### src/rtl/pulse_to_level_pkg.sv
// Shared definitions for the pulse_to_level slice.
//   state_t       : FSM encoding (IDLE=00, HOLD=01, GAP=10; 11 is unused)
//   is_active     : helper, true for any state that drives busy
package pulse_to_level_pkg;

    typedef enum logic [1:0] {
        ST_IDLE = 2'b00,
        ST_HOLD = 2'b01,
        ST_GAP  = 2'b10
    } state_t;

    function automatic logic is_active(input state_t s);
        return (s == ST_HOLD) || (s == ST_GAP);
    endfunction

endpackage

### src/rtl/pulse_to_level_sat_counter.sv
// Saturating up/down counter used as the pending-pulse queue.
// Ports:
//   clk      in   1  rising-edge clock
//   rst      in   1  synchronous active-low reset
//   inc      in   1  add one (held at all-ones when saturated)
//   dec      in   1  subtract one (held at zero when empty)
//   clr      in   1  synchronous clear to zero
//   count    out  W  current count (registered)
//   sat_hit  out  1  combinational: an increment is being lost this cycle
module sat_updown_counter #(
    parameter int unsigned W = 4
) (
    input  logic         clk,
    input  logic         rst,
    input  logic         inc,
    input  logic         dec,
    input  logic         clr,
    output logic [W-1:0] count,
    output logic         sat_hit
);

    logic at_max;
    logic at_min;

    always_comb begin
        at_max  = (count == '1);
        at_min  = (count == '0);
        // Simultaneous inc and dec cancel, so only a lone inc can be lost.
        sat_hit = inc && !dec && at_max;
    end

    always_ff @(posedge clk) begin
        if (!rst || clr) begin
            count <= '0;
        end else if (inc && !dec && !at_max) begin
            count <= count + 1'b1;
        end else if (dec && !inc && !at_min) begin
            count <= count - 1'b1;
        end
    end

endmodule

### src/rtl/pulse_to_level.sv
// Pulse stretcher: each accepted single-cycle pulse produces one window of
// HOLD_CYCLES high on level_out followed by GAP_CYCLES forced low. Pulses
// arriving while busy are queued (or reload the window when RETRIGGER=1).
// Ports:
//   clk        in   1       rising-edge clock
//   rst        in   1       synchronous active-low reset
//   pulse_in   in   1       request; each high cycle counts as one pulse
//   clear      in   1       synchronous abort: drops level, flushes queue/overflow
//   level_out  out  1       stretched level (registered)
//   busy       out  1       high while not IDLE (registered)
//   pending    out  PEND_W  queued pulses not yet serviced
//   overflow   out  1       sticky: a pulse was lost at queue saturation
module pulse_to_level
    import pulse_to_level_pkg::*;
#(
    parameter int unsigned HOLD_CYCLES = 50_000_000,
    parameter int unsigned GAP_CYCLES  = 25_000_000,
    parameter int unsigned CNT_W       = 26,
    parameter int unsigned PEND_W      = 4,
    parameter bit          RETRIGGER   = 1'b0
) (
    input  logic              clk,
    input  logic              rst,
    input  logic              pulse_in,
    input  logic              clear,
    output logic              level_out,
    output logic              busy,
    output logic [PEND_W-1:0] pending,
    output logic              overflow
);

    localparam logic [CNT_W-1:0] HOLD_LOAD = CNT_W'(HOLD_CYCLES - 1);
    localparam logic [CNT_W-1:0] GAP_LOAD  = CNT_W'(GAP_CYCLES - 1);

    state_t           state;
    logic [CNT_W-1:0] timer;
    logic             timer_zero;
    logic             queue_inc;
    logic             queue_dec;
    logic             sat_hit;
    logic             queue_nonempty;

    always_comb begin
        timer_zero     = (timer == '0);
        queue_nonempty = (pending != '0) || pulse_in;
        queue_inc      = 1'b0;
        queue_dec      = 1'b0;
        if (!clear) begin
            if (pulse_in && ((state == ST_HOLD && !RETRIGGER) || state == ST_GAP)) begin
                queue_inc = 1'b1;
            end
            // Leaving GAP into a new window consumes one queued pulse; a
            // same-cycle pulse_in counts toward the queue and cancels inside
            // the counter.
            if (state == ST_GAP && timer_zero && queue_nonempty) begin
                queue_dec = 1'b1;
            end
        end
    end

    sat_updown_counter #(
        .W (PEND_W)
    ) u_queue (
        .clk     (clk),
        .rst     (rst),
        .inc     (queue_inc),
        .dec     (queue_dec),
        .clr     (clear),
        .count   (pending),
        .sat_hit (sat_hit)
    );

    always_ff @(posedge clk) begin
        if (!rst || clear) begin
            overflow <= 1'b0;
        end else if (sat_hit) begin
            overflow <= 1'b1;
        end
    end

    // FSM with outputs registered alongside the next state.
    always_ff @(posedge clk) begin
        if (!rst || clear) begin
            state     <= ST_IDLE;
            timer     <= '0;
            level_out <= 1'b0;
            busy      <= 1'b0;
        end else begin
            case (state)
                ST_IDLE: begin
                    if (pulse_in) begin
                        state     <= ST_HOLD;
                        timer     <= HOLD_LOAD;
                        level_out <= 1'b1;
                        busy      <= 1'b1;
                    end
                end
                ST_HOLD: begin
                    // A retrigger on the final HOLD cycle still wins over the exit.
                    if (RETRIGGER && pulse_in) begin
                        timer <= HOLD_LOAD;
                    end else if (timer_zero) begin
                        state     <= ST_GAP;
                        timer     <= GAP_LOAD;
                        level_out <= 1'b0;
                    end else begin
                        timer <= timer - 1'b1;
                    end
                end
                ST_GAP: begin
                    if (timer_zero) begin
                        if (queue_nonempty) begin
                            state     <= ST_HOLD;
                            timer     <= HOLD_LOAD;
                            level_out <= 1'b1;
                        end else begin
                            state <= ST_IDLE;
                            busy  <= 1'b0;
                        end
                    end else begin
                        timer <= timer - 1'b1;
                    end
                end
                default: begin
                    state     <= ST_IDLE;
                    timer     <= '0;
                    level_out <= 1'b0;
                    busy      <= 1'b0;
                end
            endcase
        end
    end

endmodule

### config.mk
export PLATFORM = sky130hd
export DESIGN_NAME = pulse_to_level
export DESIGN_NICKNAME = d
export VERILOG_FILES = /design/src/rtl/pulse_to_level_pkg.sv /design/src/rtl/pulse_to_level_sat_counter.sv /design/src/rtl/pulse_to_level.sv
export SDC_FILE = /design/constraint.sdc
export NUM_CORES = 1
export LEC_CHECK = 0
export BUFFER_PORTS_ARGS = -buffer_cell sky130_fd_sc_hd__buf_4
export CORE_MARGIN = 3
export CORE_UTILIZATION = 30
export DETAILED_ROUTE_END_ITERATION = 16
export SLEW_MARGIN = 20
export SYNTH_ARGS = -nofsm -noshare
export SYNTH_HDL_FRONTEND = slang
export SYNTH_HIERARCHICAL = 1
export SYNTH_SLANG_ARGS = --single-unit
### constraint.sdc
create_clock -name clk -period 4.45 [get_ports clk]
set_input_delay 0.445 -clock clk [delete_from_list [all_inputs] [get_ports clk]]
set_output_delay 0.445 -clock clk [all_outputs]
set_load 0.005 [all_outputs]
==> flow_summary.toml, run 1 <==
[floorplan]
fp-row-count = 30
dieWidth_um = 91.78
dieArea_mm2 = 0.008423
fp.dieH_um = 91.78
pin_count = 11
initial_core_util_pct = 31.78
coreArea_mm2 = 0.006944

[power_and_ir_drop]
swShare_pct = 34.32
internal_power_mw = 0.5370
p_sw_mw = 0.2805
combPwrFrac_pct = 26.4
seqPwrFrac_pct = 42.9
leakage_nw = 0.9150
power_density_mw_per_mm2 = 334.5
total_power_mw = 0.8175
peakVddDrop_mv = 0.2275
pwr-share-clk_pct = 30.7

[final_layout]
seqCellArea_um2 = 700.7
antenna_cells = 0
drive_gt1_share_pct = 13.59
fillers = 733
final_core_util_pct = 35.19
multiInputGateArea_mm2 = 0.001430
nets = 298
area.growth.synth_to_final_pct = 10.71

[grt]
grtUsageTotal_pct = 14.29
antenna_found_initial = 0
grt_max_degree = 20
grt_pass1_wl_mm = 9.791
grt_overflow = 0
grt_pass1_vias = 1993

[worst_setup_path]
path_delay_family = "simple AND/OR/NAND/NOR gates"
rrSetupSlack_ps = 480
crit_required_ps = 4670
crit_cells = 11
worst_path_most_repeated_cell = "nor3_1"
worst_ep_arrival_time_ps = 4190
worstSetupEndpointType = "register"
cp_slowest_cell = "or4_1"
regToRegEndpoint = "u_queue/count[3]"
timing.rr.start = "timer[19]"
cp.buffers_inverters = 0
cp_max_fo = 11
critPathKind = "register to register"
r2r_cells = 11
startpoint = "timer[19]"
crit_path_max_incr_delay_ps = 610
path_cells = "or4_1 > or4_4 > or4_4 > nor3_1 > nand2b_1 > or2_2 > ha_1 > a21o_1 > a2111oi_2 > nor3_1 > nor3_1"
endpoint = "u_queue/count[3]"
start_kind = "register"

[clocking]
tritoncts = "done"
numCtsBuffers = 5
ctsHoldBuffers = 0
path_clk_slew_ps = 80
clock_sinks = 35
ctsResizeCount = 0
post_cts_buffers = 0
htree_levels = 2
clk-insertion-delay-late_ps = 300
cts_max_path_buffers = 2
cts_root_buffer = "clkbuf_8"

[synthesis]
yosys-top-cells-count = "nor2_1, dfxtp_1, nand2_1"
netlist_area_mm2 = 0.002207
syn_nets = 290
syn-instance-count = 278
synth_edf_count = 0
synth_area_per_cell_um2 = 7.939
yosysWarnings = 6
synth_seq_area_share_pct = 31.75
synthTopCellsByArea = "dfxtp_1, nor2_1, a21oi_1"
synth_top_cell_by_area = "dfxtp_1"
yosysTopAreaCellShare_pct = 31.75
synth_seq_cells = 35
synth_async_sr_flop_share_pct = 0
synthFlopType = "dfxtp_1"
yosysMostFrequentCell = "nor2_1"
synth_cell_types = 56

[timing]
tightest_slew_ps = 655.1
max_slew_margin_pct = 56.33
fmaxAchievable_ghz = 0.2520
rsz0062_at_grt = "no"
setup_tns_ps = 0
setup_viol = 0
maxSlewViolCount = 0
fin_crit_sh_pct = 89.18
timing.final.crit_period_ps = 3969
hold_violations = 0
fin_skew_ps = 11.32

[drt]
wl_mm = 5.759
avgRoutedWirePerCell_um = 15.04
detail-route-antenna-nets = 0
vias = 2091
drc_errors = 0
drtPass1Iterations = 4
vias_per_cell = 5.460
drtIter0Drc = 193

[min_path]
hold_depth = 2
hold_path_class = "register to register"

[status]
outcome = "complete, no violations"

[place]
hpwl_mm = 4.095
io_buffers = 10
place_congestion = 0.8922

[flow_run]
maxCapViolations = 0
-- metrics by stage --
step / setup WS (ps) / cells / hold slack [ps] / cell area, um2
after detailed placement: 592.3 / 375 / 467.9 / 2345
final: 481.5 / 383 / 474.7 / 2444
after global placement: 683.9 / 375 / 461.1 / 2345
after CTS: 500.9 / 383 / 479.8 / 2444
after floorplan: 741.6 / 278 / 436.2 / 2207
after global routing: 268.2 / 383 / 504.7 / 2444
-- routing by layer --
metal / share of wire, % / wire (um) / GRT usage [%]
met1: 49 / 2798 / 18.97
met2: 46 / 2636 / 22.95
met3: 3.8 / 220 / 2.871
met4: 1.8 / 103 / 5.074
met5: 0 / 0 / 0
-- layout by cell type (no fill, tap or decap), types with 4 or more instances in the layout --
master and n:
dfxtp_1 35, nand2_1 26, xnor2_1 8, a211oi_1 4, buf_4 10, or2_2 4
a21oi_1 25, inv_1 5, a31oi_1 4, nand3_1 5, nor4_1 4, o21ai_0 13
or3_1 4, clkbuf_8 6, nor2_1 45, nor3_1 18, ha_1 7, a21o_1 6
nand2b_1 5
-- power by group through the flow --
| stage | Clock, mW | Sequential [mW] | Combinational (mW) |
|---|---|---|---|
| 6_report | 0.251 | 0.351 | 0.215 |
| 4_1_cts | 0.260 | 0.350 | 0.213 |
| 3_5_place_dp | 0 | 0.357 | 0.212 |
| 5_1_grt | 0.269 | 0.354 | 0.239 |
| 2_1_floorplan | 0 | 0.353 | 0.172 |
| 3_3_place_gp | 0 | 0.357 | 0.212 |
-- state kept, by name, summed over array words and instances, names as in the netlist --
signal         count
busy               1
level_out          1
overflow           1
state              2
timer             26
u_queue/count      4
-- final cells by class --
| type | instances | share of cell area (%) |
|---|---|---|
| Clock buffer | 6 | 3.379 |
| Clock inverter | 2 | 0.6656 |
| Inverter | 5 | 0.7681 |
| Multi-Input combinational cell | 229 | 58.53 |
| Sequential cell | 35 | 28.67 |
| Tap cell | 96 | 4.916 |
| Timing Repair Buffer | 10 | 3.072 |
-- how the worst min path moves through the flow --
stage / start / to / slack (ps)
floorplan: timer[11] / timer[11] / 440
global placement: timer[11] / timer[11] / 460
detailed placement: timer[11] / timer[11] / 470
CTS: timer[11] / timer[11] / 480
global route: pulse_in / timer[25] / 500
finish: timer[11] / timer[11] / 470
-- worst reg2reg max path: cells and delay by family (launching register included) --
kind / cells / cell delay, ps
AND/OR/NAND/NOR: 8 / 2690
AO/OA/AOI/OAI: 2 / 590
flip-flops: 1 / 370
adder cells (fa/ha/maj): 1 / 250
-- cell families after synthesis --
family                   after synthesis  synth area share, %
multiplexers                           2               0.9071
XOR/XNOR                               8                3.175
AND/OR/NAND/NOR                      129                29.65
AO/OA/AOI/OAI                         82                26.19
flip-flops                            35                31.75
buffers and inverters                 14                3.457
adder cells (fa/ha/maj)                8                4.875
Note: power is estimated with default switching activity, not from simulation.
==> inputs of run 2 (changes only) <==
CTS_BUF_LIST = sky130_fd_sc_hd__clkbuf_16   (was default)
SKIP_CTS_REPAIR_TIMING = 1   (was default)
SYNTH_HIERARCHICAL = default   (was 1)
==> run 2 against run 1 <==
Effect of this change: worst hold slack worse by 6.0 ps; first-iteration DRC count is 35% higher; global-route usage is 0.072 points lower; cell area up 2.0%; wire length increased by 1.5%; register-to-register slack better by 840 ps; die area decreased by 0.22%; clock-buffer cell count decreased by 1; clock power grew 30%; core utilization rose by 0.72 points; sequential power fell by 1%.
==> flow_summary.toml, run 2 <==
[status]
outcome = "complete, no violations"

[place]
io_buffers = 10
place_congestion = 0.8400
hpwl_mm = 4.213

[synthesis]
synth-xor-area-share_pct = 3.977
synth_seq_cells = 35
synthTopCellsByArea = "dfxtp_1, a21oi_1, nor2_1"
synth_async_sr_flop_share_pct = 0
syn_nets = 304
synth-simple-area-share_pct = 30.80
synthAdderAreaFrac_pct = 4.886
yosysWarnings = 0
syn-instance-count = 292
synth_area_per_cell_um2 = 7.541
yosysTopAreaCellShare_pct = 31.82
synth_top_cell_by_area = "dfxtp_1"
netlist_area_mm2 = 0.002202
synthFlopType = "dfxtp_1"
yosys-top-cells-count = "dfxtp_1, nor2_1, nand2_1"
synth_top_family_by_area = "simple AND/OR/NAND/NOR gates"
synth_cell_types = 53
synthMuxAreaShare_pct = 1.534
synth_seq_area_share_pct = 31.82
synth_edf_count = 0
synth-compound-area-share_pct = 21.93

[timing]
hold_violations = 0
fmaxAchievable_ghz = 0.3192
timing.final.crit_period_ps = 3133
setup_tns_ps = 0
fin_skew_ps = 5.674
fin_crit_sh_pct = 70.41
tightest_slew_ps = 932.6
rsz0062_at_grt = "no"
max_slew_margin_pct = 37.83
maxSlewViolCount = 0
setup_viol = 0

[drt]
drtPass1Iterations = 5
wl_mm = 5.844
avgRoutedWirePerCell_um = 14.68
vias = 2216
detail-route-antenna-nets = 0
vias_per_cell = 5.568
drc_errors = 0
drtIter0Drc = 261

[grt]
grt_pass1_vias = 1991
antenna_found_initial = 0
grtUsageTotal_pct = 14.21
grt_max_degree = 23
grt_overflow = 0
grt_pass1_wl_mm = 9.901

[power_and_ir_drop]
total_power_mw = 0.8459
power_density_mw_per_mm2 = 339.2
leakage_nw = 0.9601
peakVddDrop_mv = 0.1694

[clocking]
htree_levels = 2
clock_sinks = 35
path_clk_slew_ps = 50
cts_root_buffer = "clkbuf_16"
clk-insertion-delay-late_ps = 270
numCtsBuffers = 5
cts_max_path_buffers = 2
tritoncts = "done"

[floorplan]
fp-row-count = 30
initial_core_util_pct = 31.71
dieWidth_um = 91.68
coreArea_mm2 = 0.006944
dieArea_mm2 = 0.008404
pin_count = 11
fp.dieH_um = 91.68

[worst_setup_path]
critPathKind = "register to register"
start_kind = "register"
worst_ep_arrival_time_ps = 3330
crit_required_ps = 4640
worstSetupEndpointType = "register"
cp_max_fo = 13

[final_layout]
final_cell_mix = "nor2_1, dfxtp_1, nand2_1, a21oi_1"
antenna_cells = 0
largest_reg_flops = 26
top_register = "timer"
nets = 313
area.growth.synth_to_final_pct = 13.24
drive_gt1_share_pct = 8.940
largestRegisters = "timer x26, u_queue.count x4, state x2"
fillers = 742

[min_path]
hold_path_class = "register to register"

[flow_run]
maxCapViolations = 0
## run 2: cell count changes after synthesis, moves of 3 or more
cell	before	now
a21oi_1	25	28
a22oi_1	0	3
a31oi_1	4	1
inv_1	5	15
nand2_1	26	31
nand3_1	5	10
nor2_1	45	35
nor4_1	4	7
o21a_1	3	0
o21bai_1	0	3
or2_2	4	1
or3_1	4	7
or4_4	3	0
xor2_1	0	4
## run 2: worst max-delay path: stages, from the launching register on
cell	delay, ps
dfxtp_1	340
inv_1	70
ha_1	220
nor4b_2	370
nand4_1	140
buf_4	220
or3_1	450
nand2b_1	170
ha_1	240
a21o_1	170
a21oi_1	190
nand4_1	140
a21o_1	210
a21oi_1	120
## run 2: final cells by class
cell class              count  area, um2  share of cell area (%)
multi-input cells         232       1390                   55.75
flip-flops and latches     35      700.7                   28.10
clock inverters             3      11.26                  0.4516
repair buffers             12      90.09                   3.613
inverters                  15      56.30                   2.258
clock buffers               5      125.1                   5.018
well taps                  96      120.1                   4.817
## run 2: through the flow
step           instance area, um2  hold WS, ps  setup WS (ps)  util, %  std cells
4_1_cts                      2494        468.6           1326    35.91        398
2_1_floorplan                2202        428.8           1761        -        292
6_report                     2494        468.7           1317    35.91        398
3_5_place_dp                 2357        459.0           1341    33.95        390
5_1_grt                      2494        502.0           1009    35.91        398
3_3_place_gp                 2357        450.6           1478    33.95        390
## run 2: power breakdown
group / total (mW) / leakage, nW / internal [mW] / switching (mW)
combinational: 0.173 / 0.604 / 0.0627 / 0.110
sequential: 0.346 / 0.286 / 0.328 / 0.0173
clock: 0.327 / 0.0701 / 0.201 / 0.126
total: 0.846 / 0.960 / 0.592 / 0.253
## run 2: final timing paths
kind | slack [ps] | from | cells past startpoint | endpoint
worst min register to register | 470 | timer[25] | 2 | timer[25]
worst max-delay path | 1320 | timer[0] | 13 | u_queue.count[3]
worst min-delay path | 470 | timer[25] | 2 | timer[25]
worst max register to register | 1320 | timer[0] | 13 | u_queue.count[3]
## run 2: per-layer routing
layer | track usage [%] | vias to the layer above | wire (um)
met2 | 21.61 | 85 | 2625
met5 | 0 | - | 0
met4 | 3.015 | 0 | 57
met3 | 3.199 | 8 | 344
li1 | - | 1069 | -
met1 | 20.50 | 1054 | 2816
## run 2: cells by family (layout without fill, tap and decap cells)
logic type	Yosys count	in the layout
AO/OA/AOI/OAI	78	78
multiplexers	3	3
adder cells (fa/ha/maj)	8	8
buffers and inverters	25	35
AND/OR/NAND/NOR	133	133
flip-flops	35	35
XOR/XNOR	10	10
